===== src/rtl/seq_detect_fsm.sv =====
// seq_detect_fsm: serial pattern detector over an en-qualified bit stream.
// Ports: clk, reset (async, active-low), en (sample strobe), x1 (data bit),
//        overlap (keep fill on match), clr_cnt (sync counter clear),
//        outp (Moore, high in S_HIT), state (debug), match_cnt (saturating).
module seq_detect_fsm #(
  parameter int unsigned       PAT_W   = 4,
  parameter logic [PAT_W-1:0]  PATTERN = 4'b1011,
  parameter int unsigned       HOLD    = 2,
  parameter int unsigned       CNT_W   = 8
) (
  input  logic             clk,
  input  logic             reset,
  input  logic             en,
  input  logic             x1,
  input  logic             overlap,
  input  logic             clr_cnt,
  output logic             outp,
  output logic [1:0]       state,
  output logic [CNT_W-1:0] match_cnt
);

  localparam int unsigned         FILL_W      = $clog2(PAT_W + 1);
  localparam logic [FILL_W-1:0]   FILL_FULL   = FILL_W'(PAT_W);
  localparam logic [FILL_W-1:0]   FILL_LAST   = FILL_W'(PAT_W - 1);
  localparam logic [7:0]          HOLD_RELOAD = 8'(HOLD - 1);

  typedef enum logic [1:0] {
    S_FILL = 2'b00,
    S_SCAN = 2'b01,
    S_HIT  = 2'b10,
    S_BAD  = 2'b11
  } state_t;

  state_t              cur;
  state_t              nxt;
  // Oldest window bit is shifted out before it is ever compared, so only
  // PAT_W-1 history bits are stored; the window is completed by x1.
  logic [PAT_W-2:0]    hist;
  logic [PAT_W-2:0]    hist_nxt;
  logic [PAT_W-1:0]    window;
  logic [FILL_W-1:0]   fill;
  logic [FILL_W-1:0]   fill_nxt;
  logic [7:0]          hold_cnt;
  logic [7:0]          hold_nxt;
  logic [CNT_W-1:0]    cnt_nxt;
  logic                match;

  // State register
  always_ff @(posedge clk or negedge reset) begin
    if (!reset) begin
      cur       <= S_FILL;
      hist      <= '0;
      fill      <= '0;
      hold_cnt  <= '0;
      match_cnt <= '0;
    end else begin
      cur       <= nxt;
      hist      <= hist_nxt;
      fill      <= fill_nxt;
      hold_cnt  <= hold_nxt;
      match_cnt <= cnt_nxt;
    end
  end

  // Next-state and datapath
  always_comb begin
    window   = {hist, x1};
    match    = en && (window == PATTERN) && (fill >= FILL_LAST);
    hist_nxt = hist;
    fill_nxt = fill;
    hold_nxt = hold_cnt;
    nxt      = cur;
    cnt_nxt  = match_cnt;

    if (en) begin
      hist_nxt = window[PAT_W-2:0];
      if (match && !overlap)
        fill_nxt = '0;
      else if (fill != FILL_FULL)
        fill_nxt = fill + FILL_W'(1);
    end

    if (cur == S_BAD) begin
      nxt      = S_FILL;
      hold_nxt = '0;
    end else if (match) begin
      nxt      = S_HIT;
      hold_nxt = HOLD_RELOAD;
    end else begin
      case (cur)
        S_FILL: if (fill_nxt == FILL_FULL) nxt = S_SCAN;
        S_SCAN: nxt = S_SCAN;
        S_HIT: begin
          if (hold_cnt != 8'd0)
            hold_nxt = hold_cnt - 8'd1;
          else
            nxt = (fill_nxt == FILL_FULL) ? S_SCAN : S_FILL;
        end
        default: nxt = S_FILL;
      endcase
    end

    if (clr_cnt)
      cnt_nxt = '0;
    else if (match && (match_cnt != '1))
      cnt_nxt = match_cnt + CNT_W'(1);
  end

  // Outputs decoded from registers only
  always_comb begin
    outp  = (cur == S_HIT);
    state = cur;
  end

endmodule

===== config.mk =====
export PLATFORM = sky130hd
export DESIGN_NAME = seq_detect_fsm
export DESIGN_NICKNAME = d
export VERILOG_FILES = /design/src/rtl/seq_detect_fsm.sv
export SDC_FILE = /design/constraint.sdc
export NUM_CORES = 1
export LEC_CHECK = 0
export BUFFER_PORTS_ARGS = -buffer_cell sky130_fd_sc_hd__buf_2
export CAP_MARGIN = 20
export CELL_PAD_IN_SITES_DETAIL_PLACEMENT = 1
export CELL_PAD_IN_SITES_GLOBAL_PLACEMENT = 1
export CORE_AREA = 2 2 63 65
export DETAILED_ROUTE_END_ITERATION = 16
export DIE_AREA = 0 0 65 67
export GPL_ROUTABILITY_DRIVEN = 0
export PLACE_DENSITY = 0.68
export SETUP_SLACK_MARGIN = 0.05
export SYNTH_ARGS = -nofsm -noshare
export SYNTH_HDL_FRONTEND = slang
export SYNTH_SLANG_ARGS = --single-unit
export TNS_END_PERCENT = 30

===== constraint.sdc =====
create_clock -name clk -period 1.8 [get_ports clk]
set_input_delay 0.27 -clock clk [delete_from_list [all_inputs] [get_ports clk]]
set_output_delay 0.27 -clock clk [all_outputs]
set_load 0.005 [all_outputs]

**Yosys cells after proc, flatten, opt, wreduce, memory -nomap -nowiden**

Index checks and enable logic that the tools add are counted.

- $add $sub $neg: 3
- Magnitude comparators: 1
- Equal/unequal tests: 9
- Multiplexer cells: 15
- Reduce and logical (&&, ||, !) cells: 12

Operators with widths:

| operator | number |
|---|---|
| 2-to-1 mux 8 bit | 6 |
| 2-to-1 mux 3 bit | 3 |
| adder 8 x 1 -> 8 bit, second input constant | 1 |
| 2-to-1 mux 2 bit | 4 |
| inequality test 4 bit, second input constant | 2 |
| inequality test 8 bit, second input constant | 1 |
| nonzero test 8 bit | 1 |
| subtractor 8 x 1 -> 8 bit, second input constant | 1 |
| one-hot mux 2 bit (3 select lines) | 1 |
| nonzero test 3 bit | 2 |
| equality test 2 bit, second input constant | 2 |
| equality test 4 bit, second input constant | 1 |
| logical AND 1 bit | 4 |
| AND reduction 2 bit | 2 |
| adder 3 x 1 -> 3 bit, second input constant | 1 |
| equality test 3 bit, second input constant | 1 |
| greater-or-equal comparator 3 x 2 -> 1 bit, second input constant | 1 |
| inequality test 3 bit, second input constant | 1 |
| equality test 2 x 1 -> 1 bit, second input constant | 1 |
| logical NOT 2 bit | 1 |
| nonzero test 2 bit | 1 |
| logical NOT 1 bit | 1 |
| 2-to-1 mux 1 bit | 1 |

- Bits in registers: 24
- Bits of input ports: 6
- Output and inout port bits: 11
- Word-level logic and storage cells: 45

**Longest topological paths before layout**

Gate-level depths: netlist of the first run.

- Depth in word-level cells: 12
- Gate-level depth with buffers: 7
- Mapped depth without buffers: 6

**Worst setup path before layout of the first run**

No wires, ideal clock.

- Path type: flip-flop to flip-flop
- Start point: register fill[0]
- End point: register hold_cnt[3]
- Setup time: 0.095 ns
- Arrival: 1.666 ns
- Data required time: 1.705 ns
- Path slack: 0.039 ns
- Cell stages (with the launch flop): 7
- Path buffers: 0
- Clock period less this slack: 1.761 ns
- Cells stage by stage: dfrtp_1 -> ha_1 -> ha_1 -> a211o_1 -> a31oi_2 -> nand2b_1 -> o31ai_1

- Cells in the longest elaborated chain, start to end: 4
- Elaborated cells on any way between the ends: 7
- Classes of those cells: order compare: 1; mux: 2; reduce/logical: 4

RTL lines:

| element | RTL line | text |
|---|---|---|
| start, declared | 41 | `logic [FILL_W-1:0] fill;` |
| start signal, assigned | 59 | `fill <= fill_nxt;` |
| greater-or-equal comparator 3 x 2 -> 1 bit * | 68 | `match = en && (window == PATTERN) && (fill >= FILL_LAST);` |
| logical AND 1 bit * | 68 |  |
| nonzero test 3 bit (no line) or 2-to-1 mux 8 bit (tied branches) | -- |  |
| AND reduction 2 bit (no line) or 2-to-1 mux 8 bit (tied branches) | -- |  |
| end signal, assigned | 60 | `hold_cnt <= hold_nxt;` |
| end, declared | 43 | `logic [7:0] hold_cnt;` |

Mark *: on every way between the ends. The rest lies on a longest branch, timed or not.
A chain may end at the register's enable or synchronous reset.

**Final worst setup path of the first run**

Same ends and word-level chain as after synthesis.

==> results by group, run 1 <==
Floorplan
  • # IOs: 17
  • Die H: 67 µm
  • Die Width: 65 µm
  • Die ar.: 4355 µm²
  • Starting Density: 39.17%
  • Rows: 22
  • Core area: 3606 µm²

Placed design
  • Buffers on Ports: 16
  • Dpl hpwl: 2664 µm

Cells and area
  • Final core utilization: 53.99%
  • Ant diodes: 0
  • Area occupied by multi-input gates: 893.4 µm²
  • Synth-to-layout area growth: 37.82%
  • Commonest non-fill, non-tap cell in the layout: dfrtp_1
  • Final-layout fill cell count: 409
  • Post-layout net count: 197
  • Share of layout cells above drive strength 1: 44.81%
  • Most frequent cells in the layout: dfrtp_1, buf_4, buf_2
  • Sequential cell area: 600.6 µm²

Clock network
  • Worst-path clk slew: 0.09 ns
  • Clk sinks: 24
  • Clock Tree Buf Depth: 2
  • Clk_lat worst skew: 0.27 ns
  • # hold bufs at CTS: 0
  • H-tree depth: 1
  • TritonCTS buffer count: 3
  • Clk Tree Root Cell: clkbuf_8
  • CTS tree: built

Timing
  • Final hold viol count: 24
  • WHS: -0.01931 ns
  • Minimum clock period: 1.836 ns
  • RSZ-0062 raised after global routing: true
  • Worst Tran Pin Value: 0.5609 ns
  • PnR worst setup slack: -0.03612 ns
  • Final Max Slew Viols: 0
  • Setup Viol. Count Final: 4
  • Max Clock Skew: 0.004598 ns
  • Final Cycle Share: 102.0%
  • FMAX: 0.5446 GHz
  • Max transition margin: 62.60%

Setup path
  • Critical path class: reg -> reg
  • Critical Path RT: 1.98 ns
  • Worst-path maximum fanout: 10
  • Startpoint types: flop
  • Critical Path AT: 2.01 ns
  • Crit end category: flop

Synthesis
  • Yosys top cell by area: dfrtp_1
  • Share of the synthesized area in the top cell type: 42.52%
  • Post-synthesis instance area: 1413 µm²
  • Sequential element share of the synthesized area: 42.52%
  • Async SR Flop Fraction: 100.0%
  • Post-synthesis register bit count: 24
  • Syn Inst Count: 141
  • EDFF count, synth: 0
  • Area contributors post-synth: dfrtp_1, ha_1, a21oi_1, o31ai_1, mux2i_1
  • YS warnings: 0
  • Yosys cell types: 41
  • Mapped Nets: 153
  • Most common flop cell mapped by yosys: dfrtp_1
  • Syn avg cell area: 10.02 µm²

Status
  • Status: finished, violations left
  • Violated checks: hold timing, setup timing

Route
  • Post-route ant nets: 0
  • Total Wirelength: 4069 µm
  • WL per Instance: 17.61 µm
  • Detailed-route via count: 1294
  • Vias/cell: 5.602
  • First-pass DRT Iterations: 4
  • Residual DRC: 0
  • Number of DRC markers in iteration 0: 77

Min path
  • Hold Crit Class: in -> async

Global routing
  • Largest net degree at the start of global routing: 25
  • GR Util All Layers: 20.07%
  • Overflow after GRT: 0
  • Vias in the first global route: 1369
  • Initial antenna violation count: 0
  • Global-route wire length before repair: 6617 µm

Power
  • Worst IR Drop VDD: 0.0006157 V
  • Total power: 2.628 mW
  • Pleak: 0.8420 nW
  • P per Cell Area: 1350 nW/µm²

Flow run
  • Max Cap Viol: 0
==> timing repair <==
item                                    in CTS  in global routing
gates cloned                                 0                  1
endpoints found under the setup margin      16                 20
resized for setup                           15                 16
pin swaps                                    6                  7
buffers inserted                             7                  5
==> stage by stage <==
stage	setup WS, ns	cell area [µm²]	hold WS [ns]	setup TNS (ns)	instances
2_1_floorplan	0.04276	1424	-0.02559	0	141
3_3_place_gp	-0.02052	1649	0.2958	-0.05681	215
3_5_place_dp	-0.1372	1649	0.3064	-0.6493	215
4_1_cts	-0.03792	1819	0.01227	-0.1142	225
5_1_grt	-0.1010	1947	0.009148	-0.6201	231
6_report	-0.03612	1947	-0.01931	-0.04453	231
==> synthesized netlist by cell type, types with 2 or more instances <==
| cell | count |
|---|---|
| dfrtp_1 | 24 |
| a21oi_1 | 11 |
| nand2_1 | 10 |
| inv_1 | 9 |
| nand2b_1 | 7 |
| o31ai_1 | 7 |
| ha_1 | 6 |
| nand3_1 | 6 |
| mux2i_1 | 5 |
| o21ai_0 | 5 |
| or4_1 | 5 |
| nor2_1 | 4 |
| and2_1 | 3 |
| mux2_2 | 3 |
| or3_1 | 3 |
| a2111oi_2 | 2 |
| a211oi_1 | 2 |
| buf_2 | 2 |
| buf_4 | 2 |
| nand4_1 | 2 |
| nor2b_1 | 2 |
| o2111ai_1 | 2 |
==> power by group <==
part / switching (mW) / total, mW / internal, mW
logic: 0.690 / 1.44 / 0.754
clock network: 0.177 / 0.327 / 0.150
registers: 0.166 / 0.857 / 0.691
total: 1.03 / 2.63 / 1.59
==> layout make-up <==
class | count | share of cell area (%)
Sequential cell | 24 | 30.85
Clock buffer | 3 | 2.121
Inverter | 9 | 1.735
Tap cell | 48 | 3.085
Multi-Input combinational cell | 103 | 45.89
Timing Repair Buffer | 44 | 16.32
==> worst max-delay path: stages, from the launching register on <==
cell      delay, ns
dfrtp_1        0.40
ha_2           0.19
ha_2           0.17
a211o_4        0.30
buf_4          0.15
a31oi_4        0.14
buf_12         0.14
nand2b_1       0.05
o31ai_1        0.20
==> path summary, 6_finish.rpt <==
path,start,endpoint,slack (ns),cells past startpoint
max,fill[0],hold_cnt[3],-0.04,8
min,reset,match_cnt[0],-0.02,1
max reg2reg,fill[0],hold_cnt[3],-0.04,8
min reg2reg,hist[1],hist[1],0.53,1
max in group asynchronous,reset,match_cnt[7],1.44,1
min in group clk,x1,hist[0],0.25,2
==> cell families after synthesis <==
family          Yosys count  share of synthesized area, %
buf+inv                  15                         4.693
fa+ha+maj                 6                         5.314
compound gates           37                         18.95
flops                    24                         42.52
mux                       8                         5.934
simple gates             50                         21.97
xor+xnor                  1                        0.6201
==> layer usage <==
metal  up-vias  wire (µm)  track usage [%]
met5         -          0                0
met4         0         29            3.723
met3         4         86            3.041
met2        16       2137            39.30
met1       667       1815            22.96
li1        607          -                -
==> registers in the layout, indices dropped and copies added, names as in the netlist <==
signal	cells
state	2
hist	3
fill	3
hold_cnt	8
match_cnt	8
Power figures use the tool's default switching activity.
==> inputs of run 2 (changes only) <==
--- a/config.mk
+++ b/config.mk
@@ -5,15 +5,16 @@
 export SDC_FILE = /design/constraint.sdc
 export NUM_CORES = 1
 export LEC_CHECK = 0
+export ABC_AREA = 1
 export BUFFER_PORTS_ARGS = -buffer_cell sky130_fd_sc_hd__buf_2
-export CAP_MARGIN = 20
 export CELL_PAD_IN_SITES_DETAIL_PLACEMENT = 1
 export CELL_PAD_IN_SITES_GLOBAL_PLACEMENT = 1
-export CORE_AREA = 2 2 63 65
+export CORE_AREA = 2 2 65 67
+export CTS_CLUSTER_DIAMETER = 30
 export DETAILED_ROUTE_END_ITERATION = 16
-export DIE_AREA = 0 0 65 67
+export DIE_AREA = 0 0 67 69
 export GPL_ROUTABILITY_DRIVEN = 0
-export PLACE_DENSITY = 0.68
+export PLACE_DENSITY = 0.69
 export SETUP_SLACK_MARGIN = 0.05
 export SYNTH_ARGS = -nofsm -noshare
 export SYNTH_HDL_FRONTEND = slang
==> run 2 against run 1 <==
  * The flow finishes with violations (hold timing)
  * Global-route usage is 2.8 points lower
  * Maximum frequency up 8.2%
  * Sequential power down 8.1%
  * Setup slack gained 0.14 ns
  * Synthesized cell count increased by 30%
  * Sequential share of layout area rose by 3.1 points
  * Combinational power is 37% lower
  * Die area grew 6.2%
  * Critical path depth is 2 higher
  * Clock power down 2%
  * Synthesized area rose by 3.3%
  * Design area is 9.3% lower
  * Critical path type unchanged
  * Critical endpoint is now hold_cnt[1]
  * Largest cell class unchanged
==> results by group, run 2 <==
Cells and area
  • Share of layout cells above drive strength 1: 27.23% (-18 points)
  • Ant diodes: 0 (unchanged)
  • Top Registers: hold_cnt (8), match_cnt (8)
  • Synth-to-layout area growth: 21.10%
  • Most frequent cells in the layout: nand2_1, inv_1, dfrtp_1
  • Post-route non-filler standard cell count: 263 (+14%)
  • Post-layout net count: 227 (+15%)
  • Commonest non-fill, non-tap cell in the layout: nand2_1

Setup path
  • Crit end category: flop
  • Slowest stage cell, crit path: dfrtp_1
  • Critical Path RT: 1.97 ns (about the same)
  • Crit. path cell count: 10 (+2)
  • CP max stage delay: 0.44 ns (+0.04 ns)
  • Critical-path cell list: inv_1 > ha_4 > nor2_4 > nand2_4 > nand2_4 > buf_4 > nand2_2 > o21ai_4 > buf_4 > o31ai_2
  • WP buf/inv: 3 (+1)
  • Critical path class: reg -> reg
  • CP top delay family: flip-flops
  • Startpoint types: flop
  • Reg2reg path depth: 10 (+2)
  • Worst-path maximum fanout: 6 (-4)
  • Critical Path AT: 1.86 ns (-0.15 ns)

Route
  • Post-route ant nets: 0 (unchanged)
  • Residual DRC: 0 (unchanged)
  • WL per Instance: 14.13 µm (-20%)
  • Detailed-route via count: 1298 (+0.31%)
  • First-pass DRT Iterations: 2 (-2)
  • Number of DRC markers in iteration 0: 35 (-55%)
  • Vias/cell: 4.935 (-12%)
  • Total Wirelength: 3716 µm (-8.7%)

Synthesis
  • Area contributors post-synth: dfrtp_1, nand2_1, inv_1, ha_1, nand3_1
  • Syn avg cell area: 7.929 µm² (-21%)
  • Post-synthesis compound-gate area fraction: 9.091% (-9.9 points)
  • Post-synthesis register bit count: 24 (unchanged)
  • Async SR Flop Fraction: 100.0% (unchanged)
  • Largest family of logic cells by synthesized area: simple AND/OR/NAND/NOR gates
  • YS warnings: 0 (unchanged)
  • Post-Synth Adder-Cell Area: 5.146% (-0.17 points)
  • Yosys top cell by area: dfrtp_1
  • Yosys cell types: 27 (-34%)
  • Share of the synthesized area in the top cell type: 41.17% (-1.3 points)
  • XOR/XNOR share of the synthesized area: 3.602% (+3.0 points)
  • Most common flop cell mapped by yosys: dfrtp_1
  • Top cells by count, synth: nand2_1, dfrtp_1, inv_1
  • Simple-gate share of the synthesized area: 32.59% (+11 points)
  • Mapped Nets: 196 (+28%)
  • EDFF count, synth: 0 (unchanged)
  • Syn Inst Count: 184 (+30%)
  • Multiplexer area fraction after synthesis: 0% (-5.9 points)
  • Post-synthesis instance area: 1459 µm² (+3.3%)
  • Sequential element share of the synthesized area: 41.17% (-1.3 points)
  • Most frequent cell after synthesis: nand2_1

Status
  • Status: finished, violations left
  • Violated checks: hold timing

Global routing
  • Initial antenna violation count: 0 (unchanged)
  • Overflow after GRT: 0 (unchanged)
  • Vias in the first global route: 1387 (+1.3%)
  • GR Util All Layers: 17.27% (-2.8 points)
  • Global-route wire length before repair: 6299 µm (-4.8%)
  • Largest net degree at the start of global routing: 25 (unchanged)

Clock network
  • H-tree depth: 1 (unchanged)
  • Clock Tree Buf Depth: 2 (unchanged)
  • Clk Tree Root Cell: clkbuf_8
  • Worst-path clk slew: 0.09 ns (about the same)
  • CTS tree: built
  • Clk sinks: 24 (unchanged)
  • TritonCTS buffer count: 3 (unchanged)
  • Clk_lat worst skew: 0.26 ns (about the same)

Placed design
  • Buffers on Ports: 16 (unchanged)
  • Dpl cells: 255 (+19%)
  • Dpl hpwl: 2744 µm (+3.0%)

Power
  • Switch Pwr: 0.8367 mW (-19%)
  • Pleak: 0.9010 nW (+7.0%)
  • P_int: 1.182 mW (-26%)
  • Total power: 2.018 mW (-23%)
  • Worst IR Drop VDD: 0.0005013 V (-19%)
  • Clk pwr share: 15.9% (+3.5 points)
  • Comb power frac: 45.1% (-9.9 points)
  • Switching part of the total: 41.46% (+2.2 points)
  • Seq pwr share: 39.1% (+6.5 points)
  • P per Cell Area: 1142 nW/µm² (-15%)

Timing
  • Minimum clock period: 1.696 ns (-0.1398 ns)
  • Final Max Slew Viols: 0 (unchanged)
  • Max Clock Skew: 0.003750 ns (-0.0008478 ns)
  • WHS: -0.006168 ns (+0.01315 ns)
  • RSZ-0062 raised after global routing: true
  • FMAX: 0.5895 GHz (+8.2%)
  • Worst Tran Pin Value: 0.5782 ns (+0.01725 ns)
  • Final Cycle Share: 94.24% (-7.8 points)
  • Total Neg Setup Slack: 0 ns (+0.04453 ns)
  • Final hold viol count: 16 (-33%)
  • Max transition margin: 61.45% (-1.2 points)
  • Setup Viol. Count Final: 0 (-4)

Floorplan
  • # IOs: 17 (unchanged)
  • Core area: 3914 µm² (+8.5%)
  • Die ar.: 4623 µm² (+6.2%)
  • Rows: 23 (+4.5%)
  • Starting Density: 37.28% (-1.9 points)
  • Die H: 69 µm (+3.0%)
  • Die Width: 67 µm (+3.1%)

Flow run
  • Max Cap Viol: 0 (unchanged)

Min path
  • Hold Crit Class: in -> async
[run 2: changes by cell type after synthesis, sizes merged, moves of 4 or more]
cell,delta
a21oi,-9
buf,-4
inv,+20
mux2i,-5
nand2,+46
nand2b,-7
nand3,+10
nand4,+5
nor2,+10
o21ai,+6
o31ai,-5
or4,-6
xor2,+5
[run 2: layout make-up]
class | instances | area (µm²)
Tap cell | 50 | 62.56
Clock buffer | 3 | 41.29
Fill cell | 505 | 2147
Multi-Input combinational cell | 130 | 784.5
Sequential cell | 24 | 600.6
Inverter | 29 | 111.4
Timing Repair Buffer | 27 | 166.4
[run 2: per-stage QoR]
step / cell area [µm²] / util (%) / setup slack (ns)
floorplan: 1459 / - / 0.1274
global placement: 1635 / 41.78 / 0.1107
detailed placement: 1635 / 41.78 / 0.03250
CTS: 1735 / 44.34 / 0.06108
global route: 1767 / 45.14 / 0.01505
finish: 1767 / 45.14 / 0.1037
[run 2: logic make-up (layout without fill, tap and decap cells)]
| logic type | Yosys count | after routing |
|---|---|---|
| AO/OA/AOI/OAI | 20 | 20 |
| XOR/XNOR | 6 | 6 |
| adder cells (fa/ha/maj) | 6 | 6 |
| buffers and inverters | 30 | 59 |
| flip-flops | 24 | 24 |
| AND/OR/NAND/NOR | 98 | 98 |
[run 2: per-layer routing]
layer | global-route usage, % | vias up | wire length (µm)
met5 | 0 | - | 0
met4 | 5.215 | 0 | 35
met3 | 2.284 | 4 | 61
met2 | 29.04 | 9 | 1961
met1 | 22.62 | 637 | 1658
li1 | - | 648 | -
[run 2: what timing repair did]
action | 4_1_cts | 5_1_grt
endpoints found under the setup margin | 6 | 13
hold buffers | 0 | 0
buffers inserted | 4 | 1
gates resized for setup | 7 | 5
pin swaps | 7 | 6
[run 2: path summary, 6_finish.rpt]
path / start / slack, ns / end
worst max-delay path: fill[2] / 0.10 / hold_cnt[1]
worst min-delay path: reset / -0.006 / hist[0]
worst max register to register: fill[2] / 0.10 / hold_cnt[1]
worst min register to register: hist[2] / 0.49 / hist[2]
max in group asynchronous: reset / 1.43 / match_cnt[3]
min in group clk: clr_cnt / 0.23 / match_cnt[5]
[run 2: power by group through the flow]
stage / clock network [mW] / registers, mW / logic (mW)
5_1_grt: 0.355 / 0.809 / 1.06
2_1_floorplan: 0 / 0.768 / 0.604
3_5_place_dp: 0 / 0.787 / 0.832
6_report: 0.320 / 0.788 / 0.910
4_1_cts: 0.332 / 0.781 / 0.879
3_3_place_gp: 0 / 0.782 / 0.784
==> inputs of run 3 (changes only) <==
--- a/config.mk
+++ b/config.mk
@@ -9,12 +9,12 @@
 export BUFFER_PORTS_ARGS = -buffer_cell sky130_fd_sc_hd__buf_2
 export CELL_PAD_IN_SITES_DETAIL_PLACEMENT = 1
 export CELL_PAD_IN_SITES_GLOBAL_PLACEMENT = 1
-export CORE_AREA = 2 2 65 67
+export CORE_AREA = 2 2 73 75
 export CTS_CLUSTER_DIAMETER = 30
 export DETAILED_ROUTE_END_ITERATION = 16
-export DIE_AREA = 0 0 67 69
+export DIE_AREA = 0 0 75 77
 export GPL_ROUTABILITY_DRIVEN = 0
-export PLACE_DENSITY = 0.69
+export PLACE_DENSITY = 0.56
 export SETUP_SLACK_MARGIN = 0.05
 export SYNTH_ARGS = -nofsm -noshare
 export SYNTH_HDL_FRONTEND = slang
==> run 3 against run 2 <==
  * The run still ends with hold timing left
  * Total power is 7.0% higher
  * Largest cell class unchanged
  * Clock-buffer cell count unchanged
  * Maximum frequency down 1.4%
  * Clock skew increased by 0.0036 ns
  * Non-clock buffer count decreased by 1
  * Design area rose by 1.5%
  * Setup slack got worse by 0.023 ns
  * Sequential power about the same
  * Combinational power decreased by 4.8%
  * Highest routed layer unchanged
  * Register-to-register slack got worse by 0.02 ns
  * Critical path depth stayed put
==> results by group, run 3 (synthesis results as in run 2) <==
Setup path
  • Reg2Reg Setup Slack: 0.08 ns (-0.02 ns)
  • Crit end category: flop
  • Critical Path RT: 1.98 ns (about the same)
  • Critical Path AT: 1.90 ns (+0.04 ns)
  • Reg2reg path depth: 10 (unchanged)
  • Startpoint types: flop
  • Worst-path maximum fanout: 6 (unchanged)
  • Critical path class: reg -> reg
  • R2R Path End: hold_cnt[1]
  • Worst R2R Start: fill[2]

Clock network
  • Clk Tree Root Cell: clkbuf_8
  • TritonCTS buffer count: 3 (unchanged)
  • Clk_lat worst skew: 0.28 ns (+0.02 ns)
  • H-tree depth: 1 (unchanged)
  • Clock Tree Buf Depth: 2 (unchanged)
  • Clk sinks: 24 (unchanged)
  • Worst-path clk slew: 0.09 ns (about the same)
  • CTS tree: built

Cells and area
  • Share of layout cells above drive strength 1: 26.29% (-0.94 points)
  • Most frequent cells in the layout: nand2_1, dfrtp_1, inv_1
  • Final core utilization: 36.02% (-9.1 points)
  • Post-layout net count: 226 (-0.44%)
  • Commonest non-fill, non-tap cell in the layout: nand2_1
  • Synth-to-layout area growth: 22.90%
  • Post-route non-filler standard cell count: 283 (+7.6%)
  • Top Registers: hold_cnt (8), match_cnt (8)
  • Finished Cell Area: 1793 µm² (+1.5%)
  • Ant diodes: 0 (unchanged)

Route
  • Residual DRC: 0 (unchanged)
  • Total Wirelength: 3868 µm (+4.1%)
  • Detailed-route via count: 1321 (+1.8%)
  • Number of DRC markers in iteration 0: 6 (-83%)
  • Vias/cell: 4.668 (-5.4%)
  • Post-route ant nets: 0 (unchanged)
  • WL per Instance: 13.67 µm (-3.3%)
  • First-pass DRT Iterations: 3 (+1)

Global routing
  • GR Util All Layers: 14.46% (-2.8 points)
  • Global-route wire length before repair: 6479 µm (+2.9%)
  • Vias in the first global route: 1323 (-4.6%)
  • Largest net degree at the start of global routing: 25 (unchanged)
  • Initial antenna violation count: 0 (unchanged)
  • Overflow after GRT: 0 (unchanged)

Placed design
  • Placed cell areas: 1660 µm² (+1.5%)
  • Buffers on Ports: 16 (unchanged)
  • Dpl hpwl: 2906 µm (+5.9%)
  • Dpl cells: 275 (+7.8%)

Timing
  • Setup Viol. Count Final: 0 (unchanged)
  • RSZ-0062 raised after global routing: true
  • Max Clock Skew: 0.007310 ns (+0.003560 ns)
  • FMAX: 0.5815 GHz (-1.4%)
  • Minimum clock period: 1.720 ns (+0.02333 ns)
  • Final Max Slew Viols: 0 (unchanged)
  • Max transition margin: 61.82% (+0.37 points)
  • WHS: -0.03044 ns (-0.02427 ns)
  • Final hold viol count: 24 (+8)
  • Final Cycle Share: 95.54% (+1.3 points)
  • Worst Tran Pin Value: 0.5727 ns (-0.005519 ns)

Floorplan
  • # IOs: 17 (unchanged)
  • Rows: 26 (+13%)
  • Die ar.: 5775 µm² (+25%)
  • Die H: 77 µm (+12%)
  • Die Width: 75 µm (+12%)
  • Starting Density: 29.31% (-8.0 points)
  • Core area: 4977 µm² (+27%)

Power
  • Total power: 2.160 mW (+7.0%)
  • Pleak: 0.9040 nW (+0.33%)
  • Worst IR Drop VDD: 0.0006592 V (+32%)
  • P per Cell Area: 1205 nW/µm² (+5.5%)

Flow run
  • Max Cap Viol: 0 (unchanged)

Status
  • Status: finished, violations left
  • Violated checks: hold timing

Min path
  • Hold Crit Class: in -> async
[run 3: changes by cell type in the layout (fill, tap and decap cells not counted)]
cell       change
nand3_1        +2
bufinv_16      +1
nand3_2        -2
o21ai_1        +1
o31ai_1        +1
nand2_4        -1
nand2_1        -1
nand2_2        +2
buf_4          -1
o21ai_2        -1
inv_2          +1
inv_1          -1
o31ai_2        -1
[run 3: cell type report]
type	count	area, µm²
clock buffers	3	41.29
clock inverters	1	30.03
fillers	610	3184
inverters	29	111.4
multi-input cells	130	763.2
flip-flops and latches	24	600.6
well taps	70	87.58
repair buffers	26	158.9
[run 3: timing repair]
item,4_1_cts,5_1_grt
hold buffers,0,0
setup buffers,3,1
gates resized for setup,2,7
pin swaps,3,7
setup endpoints to repair,7,11
[run 3: power breakdown]
part / switching, mW / internal, mW / leakage, nW
logic: 0.515 / 0.351 / 0.559
registers: 0.124 / 0.666 / 0.309
clock network: 0.205 / 0.298 / 0.0357
total: 0.844 / 1.32 / 0.904
[run 3: worst max-delay path by stage]
| stage | start | endpoint | slack (ns) | cells past startpoint |
|---|---|---|---|---|
| after floorplan | fill[0] | hold_cnt[5] | 0.13 | 10 |
| after global placement | fill[0] | hold_cnt[5] | 0.10 | 10 |
| after detailed placement | fill[0] | hold_cnt[5] | 0.04 | 10 |
| after CTS | fill[0] | hold_cnt[5] | 0.06 | 10 |
| after global routing | fill[1] | hold_cnt[0] | -0.02 | 10 |
| final | fill[2] | hold_cnt[1] | 0.08 | 10 |
[run 3: routing by layer]
metal  track usage, %  share of wire [%]  vias up
met2            22.98                 49        9
met3            2.234                1.9        5
li1                 -                  -      650
met4            4.821                1.4        0
met1            19.67                 48      657
met5                0                  0        -
[run 3: through the flow]
stage	hold slack, ns	TNS [ns]	worst slack [ns]
finish	-0.03044	0	0.08032
floorplan	-0.02559	0	0.1274
global route	0.01008	-0.04517	-0.02014
global placement	0.3174	0	0.1035
CTS	0.005900	0	0.05611
detailed placement	0.3173	0	0.04434
[run 3: critical path, cell delays in order (launching register included)]
cell	delay, ns
dfrtp_1	0.44
inv_1	0.14
ha_4	0.15
nor2_4	0.03
nand2_2	0.08
nand2_4	0.08
buf_4	0.14
nand2_2	0.08
o21ai_4	0.10
buf_4	0.15
o31ai_1	0.22
